$ cat src/rtl/game_pkg.sv
// Shared types and defaults for the penalty-shootout game flow controller.
package game_pkg;

    typedef enum logic [2:0] {
        START   = 3'd0,
        KEEPER  = 3'd1,
        SHOOTER = 3'd2,
        WINNER  = 3'd3,
        LOOSER  = 3'd4
    } game_state_t;

    localparam int ROUNDS_DEF     = 5;
    localparam int END_FRAMES_DEF = 600;

    function automatic logic is_end(input game_state_t s);
        return (s == WINNER) || (s == LOOSER);
    endfunction

endpackage

$ cat src/rtl/end_screen_timer.sv
// Frame down-counter for the end screens; expired fires on the END_FRAMES-th frame_tick after clr drops.
module end_screen_timer #(
    parameter int END_FRAMES = 600
) (
    input  logic clk,
    input  logic rst,
    input  logic frame_tick,
    input  logic clr,
    output logic expired
);

    localparam int CNT_W = $clog2(END_FRAMES + 1);
    localparam logic [CNT_W-1:0] LOAD = CNT_W'(END_FRAMES - 1);
    localparam logic [CNT_W-1:0] ONE  = CNT_W'(1);

    logic [CNT_W-1:0] cnt;

    always_ff @(posedge clk or negedge rst) begin
        if (!rst) begin
            cnt <= LOAD;
        end else if (clr) begin
            cnt <= LOAD;
        end else if (frame_tick && (cnt != '0)) begin
            cnt <= cnt - ONE;
        end
    end

    assign expired = frame_tick && !clr && (cnt == '0);

endmodule

$ cat src/rtl/game_state_ctl.sv
// Game flow controller: START -> SHOOTER/KEEPER rounds -> WINNER/LOOSER -> START.
// All state and score updates commit on frame_tick only.
//
//   state   | meaning
//   --------+-----------------------------------------------
//   START   | title screen, waiting for a click
//   SHOOTER | player shoots; a goal bumps score_player
//   KEEPER  | player keeps; a goal bumps score_cpu, round ends
//   WINNER  | player won; held until click or end timer
//   LOOSER  | player lost; held until click or end timer
module game_state_ctl
    import game_pkg::*;
#(
    parameter int ROUNDS     = ROUNDS_DEF,
    parameter int END_FRAMES = END_FRAMES_DEF,
    parameter int SCORE_W    = 4,
    parameter int ROUND_W    = 4
) (
    input  logic               clk,
    input  logic               rst,
    input  logic               frame_tick,
    input  logic               start_click,
    input  logic               shot_valid,
    input  logic               shot_goal,
    output game_state_t        game_state,
    output logic [SCORE_W-1:0] score_player,
    output logic [SCORE_W-1:0] score_cpu,
    output logic [ROUND_W-1:0] round_idx,
    output logic               state_chg
);

    localparam logic [SCORE_W-1:0] SCORE_MAX = '1;
    localparam logic [SCORE_W-1:0] SCORE_ONE = SCORE_W'(1);
    localparam logic [ROUND_W-1:0] ROUND_MAX = '1;
    localparam logic [ROUND_W-1:0] ROUND_ONE = ROUND_W'(1);
    localparam logic [ROUND_W-1:0] ROUNDS_L  = ROUND_W'(ROUNDS);

    logic click_pend, shot_pend, shot_goal_q;
    logic click_ok, shot_ok;
    logic click_ev, shot_ev, goal_ev;
    logic end_clr, end_expired;

    game_state_t        state_n;
    logic [SCORE_W-1:0] sp_n, sc_n;
    logic [ROUND_W-1:0] rd_n;

    function automatic logic [SCORE_W-1:0] sat_inc(input logic [SCORE_W-1:0] v);
        return (v == SCORE_MAX) ? v : v + SCORE_ONE;
    endfunction

    assign click_ok = (game_state == START) || is_end(game_state);
    assign shot_ok  = (game_state == SHOOTER) || (game_state == KEEPER);

    // A pulse landing on the same cycle as frame_tick is folded in directly.
    assign click_ev = click_pend || (start_click && click_ok);
    assign shot_ev  = shot_pend || (shot_valid && shot_ok);
    assign goal_ev  = shot_pend ? shot_goal_q : shot_goal;

    assign end_clr = !is_end(game_state);

    end_screen_timer #(
        .END_FRAMES(END_FRAMES)
    ) u_end_timer (
        .clk       (clk),
        .rst       (rst),
        .frame_tick(frame_tick),
        .clr       (end_clr),
        .expired   (end_expired)
    );

    always_comb begin
        state_n = game_state;
        sp_n    = score_player;
        sc_n    = score_cpu;
        rd_n    = round_idx;
        case (game_state)
            START: begin
                if (click_ev) begin
                    state_n = SHOOTER;
                    sp_n    = '0;
                    sc_n    = '0;
                    rd_n    = ROUND_ONE;
                end
            end
            SHOOTER: begin
                if (shot_ev) begin
                    state_n = KEEPER;
                    if (goal_ev) sp_n = sat_inc(score_player);
                end
            end
            KEEPER: begin
                if (shot_ev) begin
                    if (goal_ev) sc_n = sat_inc(score_cpu);
                    if ((round_idx >= ROUNDS_L) && (score_player != sc_n)) begin
                        state_n = (score_player > sc_n) ? WINNER : LOOSER;
                    end else if (round_idx == ROUND_MAX) begin
                        // Out of round numbers while still tied: the player loses rather than wrap.
                        state_n = LOOSER;
                    end else begin
                        state_n = SHOOTER;
                        rd_n    = round_idx + ROUND_ONE;
                    end
                end
            end
            WINNER, LOOSER: begin
                if (click_ev || end_expired) begin
                    state_n = START;
                    rd_n    = '0;
                end
            end
            default: begin
                state_n = START;
                sp_n    = '0;
                sc_n    = '0;
                rd_n    = '0;
            end
        endcase
    end

    always_ff @(posedge clk or negedge rst) begin
        if (!rst) begin
            game_state   <= START;
            score_player <= '0;
            score_cpu    <= '0;
            round_idx    <= '0;
            state_chg    <= 1'b0;
            click_pend   <= 1'b0;
            shot_pend    <= 1'b0;
            shot_goal_q  <= 1'b0;
        end else if (frame_tick) begin
            game_state   <= state_n;
            score_player <= sp_n;
            score_cpu    <= sc_n;
            round_idx    <= rd_n;
            state_chg    <= (state_n != game_state);
            click_pend   <= 1'b0;
            shot_pend    <= 1'b0;
            shot_goal_q  <= 1'b0;
        end else begin
            state_chg <= 1'b0;
            if (start_click && click_ok) click_pend <= 1'b1;
            // First shot of the frame wins; later ones are dropped with their goal flag.
            if (shot_valid && shot_ok && !shot_pend) begin
                shot_pend   <= 1'b1;
                shot_goal_q <= shot_goal;
            end
        end
    end

endmodule

$ cat config.mk
export PLATFORM = sky130hd
export DESIGN_NAME = game_state_ctl
export DESIGN_NICKNAME = d
export VERILOG_FILES = /design/src/rtl/game_pkg.sv /design/src/rtl/end_screen_timer.sv /design/src/rtl/game_state_ctl.sv
export SDC_FILE = /design/constraint.sdc
export NUM_CORES = 1
export LEC_CHECK = 0
export ABC_AREA = 0
export CORE_UTILIZATION = 53
export CTS_BUF_LIST = sky130_fd_sc_hd__clkbuf_8
export DETAILED_ROUTE_END_ITERATION = 6
export PLACE_DENSITY_LB_ADDON = 0.25
export RECOVER_POWER = 50
export SKIP_CTS_REPAIR_TIMING = 1
export SLEW_MARGIN = 30
export SYNTH_ARGS = -nofsm -noshare
export SYNTH_HDL_FRONTEND = slang
export SYNTH_SLANG_ARGS = --single-unit
$ cat constraint.sdc
create_clock -name clk -period 2.49 [get_ports clk]
set_clock_uncertainty 0.15 [all_clocks]
set_input_delay 0.249 -clock clk [delete_from_list [all_inputs] [get_ports clk]]
set_output_delay 0.249 -clock clk [all_outputs]
set_load 0.05 [all_outputs]
==> reports/summary.txt, run 1 <==
core box area -> 3440 um2
Syn Inst Count -> 226
gr usage total -> 0.258
Synth Cell Area -> 1970 um2
RSZ-0062 raised after global routing -> true
Die X -> 62.9 um
Worst Hold Class -> reg -> reg
min Tclk post-route -> 2.55 ns
Cells after DPL -> 302
fin crit share -> 1.02
Avg Inst Size Synth -> 8.71 um2
Filler Cell Count -> 247
antenna cells -> 0
warnings from Yosys -> 0
Cell Chain, Critical Path -> mux2_4, nand2_2, nor2_2, mux2_4, ha_4, nand4_1, nand2_2, o22ai_4, nor3_1, nand3_1, o21ai_0
post-synthesis sequential area ratio -> 0.373
Syn Nets -> 242
# Max-Cap Violations -> 1
power share of the clock group -> 0.167
worst r2r dst -> round_idx[0]
Final Max Slew Viols -> 30
Worst-path clk slew -> 0.06 ns
CP max-delay cell -> dfrtp_1
worst setup margin -> -0.0579 ns
Vias -> 1877
CP Max Fanout -> 4
Reg power frac -> 0.276
routed len/inst -> 15.6 um
top cell type's share of synthesized area -> 0.292
Initial DRT Pass Iterations -> 4
top cell type by total area after synthesis -> dfrtp_1
Rows -> 21
nets -> 283
total gr overflow -> 0
overall routed net length -> 4910 um
crit path DAT -> 2.60 ns
I/O pin total -> 22
delay-heaviest family, CP -> simple AND/OR/NAND/NOR gates
IO buf count -> 21
maximum VDD drop -> 0.559 mV
Crit Path Class -> reg -> reg
area of the multi-input gates -> 1300 um2
Worst setup EP type -> flip-flop
register area -> 736 um2
Root Driver -> clkbuf_8
LEAKAGE -> 1.07 nW
reg2reg path depth -> 11
# H-tree levels -> 2
Async SR Flop Fraction -> 1.00
total clock sinks -> 29
library cells used by synthesis -> 53
critical path's largest stage delay -> 0.40 ns
failing checks -> capacitance limit, slew limit, setup timing
Initial Util -> 0.572
combinational share of power -> 0.556
DP HPWL -> 3280 um
Chip Height -> 62.9 um
P&R area growth vs syn -> 30.8%
synth top area cells -> dfrtp_1 29%, dfstp_2 8.0%, ha_1 6.4%, nor2_1 5.3%, o21ai_0 4.6%
#FFs+latches synth -> 29
largest net degree at the start of global routing -> 30
pwr/cell area -> 896 nW/um2
Buf/Inv on CP -> 0
final hold vios -> 0
clk buf depth -> 2
switching part of the total -> 0.453
RD Place Congestion -> 0.837
worst-skew pair later-pin latency -> 0.28 ns
initial antenna violation count -> 0
Slew @ Worst Pin -> 1.52 ns
Setup TNS -> -0.187 ns
vias in the first global route -> 1778
die area -> 3960 um2
worst hold path cell count -> 2
first-pass GRT wire length -> 7920 um
CTS buffer count -> 5
slack of the worst reg-to-reg path -> -0.06 ns
run status -> finished with violations
initial DRC count -> 135
crit path from -> shot_pend
# DRC -> 0
r2r startpoint -> shot_pend
EDFF count, synth -> 0
CP Launch Type -> flip-flop
WP depth -> 11
CTS tree -> yes
Req. time, crit path -> 2.54 ns
layout cells sized above 1 -> 0.261
Final Non-Filler Cells -> 314
final setup fails -> 4
Peak Freq -> 392 MHz
antenna-violating nets left -> 0
Relative slew margins -> -0.0159
Vias/cell -> 5.98
P_int -> 0.00126 W
NetSw -> 0.00105 W
most common flop cell mapped by yosys -> dfrtp_1
crit path to -> round_idx[0]
[cells by family (layout without fill, tap and decap cells)]
| family | after synthesis | in the layout | share of synthesized area |
|---|---|---|---|
| XOR/XNOR | 9 | 9 | 0.0400 |
| AND/OR/NAND/NOR | 101 | 101 | 0.264 |
| adder cells (fa/ha/maj) | 10 | 10 | 0.0636 |
| flip-flops | 29 | 29 | 0.373 |
| buffers and inverters | 16 | 58 | 0.0312 |
| multiplexers | 7 | 7 | 0.0375 |
| AO/OA/AOI/OAI | 54 | 54 | 0.191 |
[worst min path at each step]
stage	from	end	slack, ns
finish	u_end_timer.cnt[1]	u_end_timer.cnt[1]	0.38
global route	u_end_timer.cnt[1]	u_end_timer.cnt[1]	0.41
CTS	rst	shot_pend	0.21
detailed placement	shot_goal_q	shot_goal_q	0.37
global placement	u_end_timer.cnt[1]	u_end_timer.cnt[1]	0.35
floorplan	rst	click_pend	-0.20
[layer usage]
metal / track usage / vias up / part of all wire
li1: - / 904 / -
met1: 0.345 / 891 / 0.48
met2: 0.387 / 69 / 0.45
met3: 0.0657 / 13 / 0.058
met4: 0.122 / 0 / 0.020
met5: 0 / - / 0
[synthesized netlist by cell type (4+ instances only)]
cell / instances
inv_1: 8
mux2i_1: 4
nand3_1: 13
nand2_1: 22
o31ai_1: 4
xnor2_1: 5
o21ai_0: 18
a21oi_1: 7
nor2_1: 28
nor3_1: 8
dfrtp_1: 23
nand2b_1: 4
xor2_1: 4
nand4_1: 4
clkbuf_1: 5
ha_1: 10
dfstp_2: 6
[power by group through the flow]
stage / logic [W] / clock network (W) / registers [W]
global route: 0.00140 / 0.000419 / 0.000648
detailed placement: 0.00116 / 0 / 0.000642
finish: 0.00128 / 0.000386 / 0.000637
CTS: 0.00117 / 0.000396 / 0.000637
floorplan: 0.000607 / 0 / 0.000849
global placement: 0.00115 / 0 / 0.000640
[registers in the layout (all words and copies together), names as in the netlist]
signal           count
shot_goal_q          1
state_chg            1
score_player         4
u_end_timer.cnt     10
shot_pend            1
round_idx            4
game_state           3
score_cpu            4
click_pend           1
[cell usage in the layout, fill, tap and decap left out, types with 4 or more instances in the layout]
master and instances:
a21oi_1 4, xor2_1 4, o21ai_0 17, dfstp_2 6, ha_1 7, nand4_1 4, inv_1 8, o31ai_1 4
nand2b_1 4, nor2_1 27, buf_4 20, clkdlybuf4s50_1 19, dfrtp_1 21, nand2_1 20, xnor2_1 5, clkbuf_8 6
nand3_1 13, nor3_1 8
[cell type report]
cell class                      count  area share
Multi-Input combinational cell    181       0.504
Tap cell                           46      0.0224
Sequential cell                    29       0.286
Inverter                            8      0.0117
Timing Repair Buffer               42       0.141
Clock buffer                        6      0.0321
Clock inverter                      2     0.00292
[through the flow]
step | worst slack [ns] | hold slack [ns] | instance area (um2) | util | total power [W]
after detailed placement | -0.350 | 0.370 | 2360 | 0.686 | 0.00180
after global routing | -0.226 | 0.415 | 2570 | 0.748 | 0.00246
final | -0.0579 | 0.384 | 2570 | 0.748 | 0.00231
after floorplan | 0.00144 | -0.197 | 2000 | - | 0.00146
after CTS | -0.110 | 0.209 | 2450 | 0.712 | 0.00220
after global placement | -0.309 | 0.352 | 2360 | 0.686 | 0.00179
[worst register-to-register path: stages (launching register included)]
cell,delay (ns)
dfrtp_1,0.40
mux2_4,0.34
nand2_2,0.08
nor2_2,0.04
mux2_4,0.29
ha_4,0.29
nand4_1,0.13
nand2_2,0.11
o22ai_4,0.08
nor3_1,0.36
nand3_1,0.12
o21ai_0,0.08
Note: power is estimated with default switching activity, not from simulation.
==> run 2: changes to the inputs <==
--- a/config.mk
+++ b/config.mk
@@ -6,7 +6,7 @@
 export NUM_CORES = 1
 export LEC_CHECK = 0
 export ABC_AREA = 0
-export CORE_UTILIZATION = 53
+export CORE_UTILIZATION = 50
 export CTS_BUF_LIST = sky130_fd_sc_hd__clkbuf_8
 export DETAILED_ROUTE_END_ITERATION = 6
 export PLACE_DENSITY_LB_ADDON = 0.25
==> run 2 against run 1 <==
Compared with the run above: the flow still finishes with violations (capacitance limit, slew limit, setup timing); final cell count is 1.6% higher; wire length is 5.7% lower; worst hold slack worse by 0.26 ns; clock power is 3% higher; critical path type unchanged; highest routed layer unchanged.
==> reports/summary.txt, run 2 (same netlist as run 1, synthesis figures left out) <==
final instance area -> 2620 um2 (was 2570 um2)
Vias/cell -> 5.74 (was 5.98)
antenna cells -> 0 (unchanged)
first-pass GRT wire length -> 7550 um (was 7920 um)
final hold vios -> 0 (unchanged)
max FFs per register -> 10 (unchanged)
Req. time, crit path -> 2.51 ns (was 2.54 ns)
# Max-Cap Violations -> 1 (unchanged)
CTS tree -> yes (unchanged)
power share of the clock group -> 0.170 (was 0.167)
crit path DAT -> 2.51 ns (was 2.60 ns)
reg2reg path depth -> 8 (was 11)
slack of the worst reg-to-reg path -> -0.0008 ns (was -0.06 ns)
CP Max Fanout -> 5 (was 4)
routed len/inst -> 14.5 um (was 15.6 um)
P&R area growth vs syn -> 32.9% (was 30.8%)
Placed Instance Area -> 2370 um2 (was 2360 um2)
RD Place Congestion -> 0.874 (was 0.837)
antenna-violating nets left -> 0 (unchanged)
Setup TNS -> -0.000840 ns (was -0.187 ns)
r2r startpoint -> u_end_timer.cnt[0] (was shot_pend)
die area -> 4190 um2 (was 3960 um2)
total gr overflow -> 0 (unchanged)
# H-tree levels -> 2 (unchanged)
vias in the first global route -> 1655 (was 1778)
CP Launch Type -> flip-flop (unchanged)
Peak Freq -> 401 MHz (was 392 MHz)
total clock sinks -> 29 (unchanged)
RSZ-0062 raised after global routing -> true (unchanged)
layout cells sized above 1 -> 0.277 (was 0.261)
Worst Hold Class -> in -> reg (was reg -> reg)
Rows -> 22 (was 21)
Die X -> 64.7 um (was 62.9 um)
Reg power frac -> 0.274 (was 0.276)
worst r2r dst -> round_idx[2] (was round_idx[0])
Initial Util -> 0.530 (was 0.572)
Relative slew margins -> -0.0737 (was -0.0159)
Worst-path clk slew -> 0.06 ns (about the same)
min-delay src -> shot_goal (was u_end_timer.cnt[1])
I/O pin total -> 22 (unchanged)
Top reg by flops -> u_end_timer.cnt (unchanged)
hold path endpoint -> shot_goal_q (was u_end_timer.cnt[1])
initial DRC count -> 91 (was 135)
switching part of the total -> 0.451 (was 0.453)
IO buf count -> 21 (unchanged)
run status -> finished with violations (unchanged)
LEAKAGE -> 1.10 nW (was 1.07 nW)
combinational share of power -> 0.556 (about the same)
commonest non-fill, non-tap cell in the layout -> nor2_1 (unchanged)
Slew @ Worst Pin -> 1.61 ns (was 1.52 ns)
Crit Path Class -> reg -> reg (unchanged)
Initial DRT Pass Iterations -> 4 (unchanged)
P_int -> 0.00128 W (was 0.00126 W)
final setup fails -> 1 (was 4)
worst setup margin -> -0.000840 ns (was -0.0579 ns)
min Tclk post-route -> 2.49 ns (was 2.55 ns)
NetSw -> 0.00105 W (about the same)
Chip Height -> 64.7 um (was 62.9 um)
Final Max Slew Viols -> 30 (unchanged)
final core utilization -> 0.704 (was 0.748)
CTS buffer count -> 5 (unchanged)
fin crit share -> 1.00 (was 1.02)
worst hold path cell count -> 3 (was 2)
nets -> 286 (was 283)
failing checks -> capacitance limit, slew limit, setup timing (unchanged)
Filler Cell Count -> 285 (was 247)
core box area -> 3720 um2 (was 3440 um2)
worst-skew pair later-pin latency -> 0.28 ns (about the same)
largest net degree at the start of global routing -> 30 (unchanged)
Root Driver -> clkbuf_8 (unchanged)
commonest non-fill, non-tap cells in the layout -> 28 x nor2_1, 23 x buf_4, 21 x dfrtp_1, 20 x nand2_1, 19 x clkdlybuf4s50_1 (was 27 x nor2_1, 21 x dfrtp_1, 20 x nand2_1, 20 x buf_4, 19 x clkdlybuf4s50_1)
# DRC -> 0 (unchanged)
gr usage total -> 0.234 (was 0.258)
clk buf depth -> 2 (unchanged)
maximum VDD drop -> 0.583 mV (was 0.559 mV)
pwr/cell area -> 891 nW/um2 (was 896 nW/um2)
overall routed net length -> 4630 um (was 4910 um)
DP HPWL -> 3270 um (was 3280 um)
initial antenna violation count -> 0 (unchanged)
Worst setup EP type -> flip-flop (unchanged)
Vias -> 1832 (was 1877)
-- run 2: cell count changes in the layout (fill, tap and decap cells not counted), sizes merged --
cell / delta
dlymetal6s2s: +1
buf: +3
dlygate4sd3: -1
-- run 2: final cells by class --
cell class,count,area [um2],share of cell area
clock inverter,2,7.51,0.00287
timing repair buffer,45,389,0.149
sequential,29,736,0.281
inverter,8,30.0,0.0115
clock buffer,6,82.6,0.0316
multi-input combinational,181,1310,0.501
tap,48,60.1,0.0230
-- run 2: worst max-delay path by stage --
stage | to | slack [ns] | cells after the start | start
after floorplan | round_idx[2] | 0.001 | 11 | score_cpu[0]
after global placement | round_idx[2] | -0.31 | 12 | shot_goal
after detailed placement | round_idx[3] | -0.36 | 12 | shot_goal
after CTS | round_idx[3] | -0.10 | 11 | shot_pend
after global routing | round_idx[2] | -0.11 | 11 | shot_pend
final | round_idx[2] | -0.0008 | 8 | u_end_timer.cnt[0]
-- run 2: layer usage --
metal,part of all wire,vias to the layer above,GRT usage,routed length [um]
met1,0.49,848,0.342,2250
met2,0.44,67,0.340,2020
met4,0.018,0,0.0778,82
met3,0.058,9,0.0511,269
li1,-,908,-,-
met5,0,-,0,0
-- run 2: worst max-delay path, cell delays in order, from the launching register on --
cell	delay, ns
dfstp_2	0.38
inv_2	0.07
ha_4	0.13
or4b_4	0.50
o41ai_4	0.44
o211ai_2	0.19
nor4b_4	0.32
xnor2_1	0.15
nor2_1	0.05
-- run 2: power by group through the flow --
stage / combinational (W) / sequential (W) / clock (W)
floorplan: 0.000607 / 0.000849 / 0
global placement: 0.00115 / 0.000641 / 0
detailed placement: 0.00116 / 0.000643 / 0
CTS: 0.00116 / 0.000636 / 0.000402
global route: 0.00141 / 0.000647 / 0.000423
finish: 0.00129 / 0.000639 / 0.000396
-- run 2: metrics by stage --
stage | total power, W | worst slack (ns) | std cells | hold slack (ns)
3_5_place_dp | 0.00180 | -0.361 | 305 | 0.365
6_report | 0.00233 | -0.000840 | 319 | 0.128
4_1_cts | 0.00220 | -0.103 | 313 | 0.220
2_1_floorplan | 0.00146 | 0.00144 | 226 | -0.197
5_1_grt | 0.00248 | -0.111 | 319 | 0.178
3_3_place_gp | 0.00179 | -0.311 | 305 | 0.355
==> run 3: changes to the inputs <==
--- a/config.mk
+++ b/config.mk
@@ -9,6 +9,7 @@
 export CORE_UTILIZATION = 50
 export CTS_BUF_LIST = sky130_fd_sc_hd__clkbuf_8
 export DETAILED_ROUTE_END_ITERATION = 6
+export GPL_TIMING_DRIVEN = 1
 export PLACE_DENSITY_LB_ADDON = 0.25
 export RECOVER_POWER = 50
 export SKIP_CTS_REPAIR_TIMING = 1
==> results of run 3 <==
Final layout, timing and power as in run 2 (identical DEF).
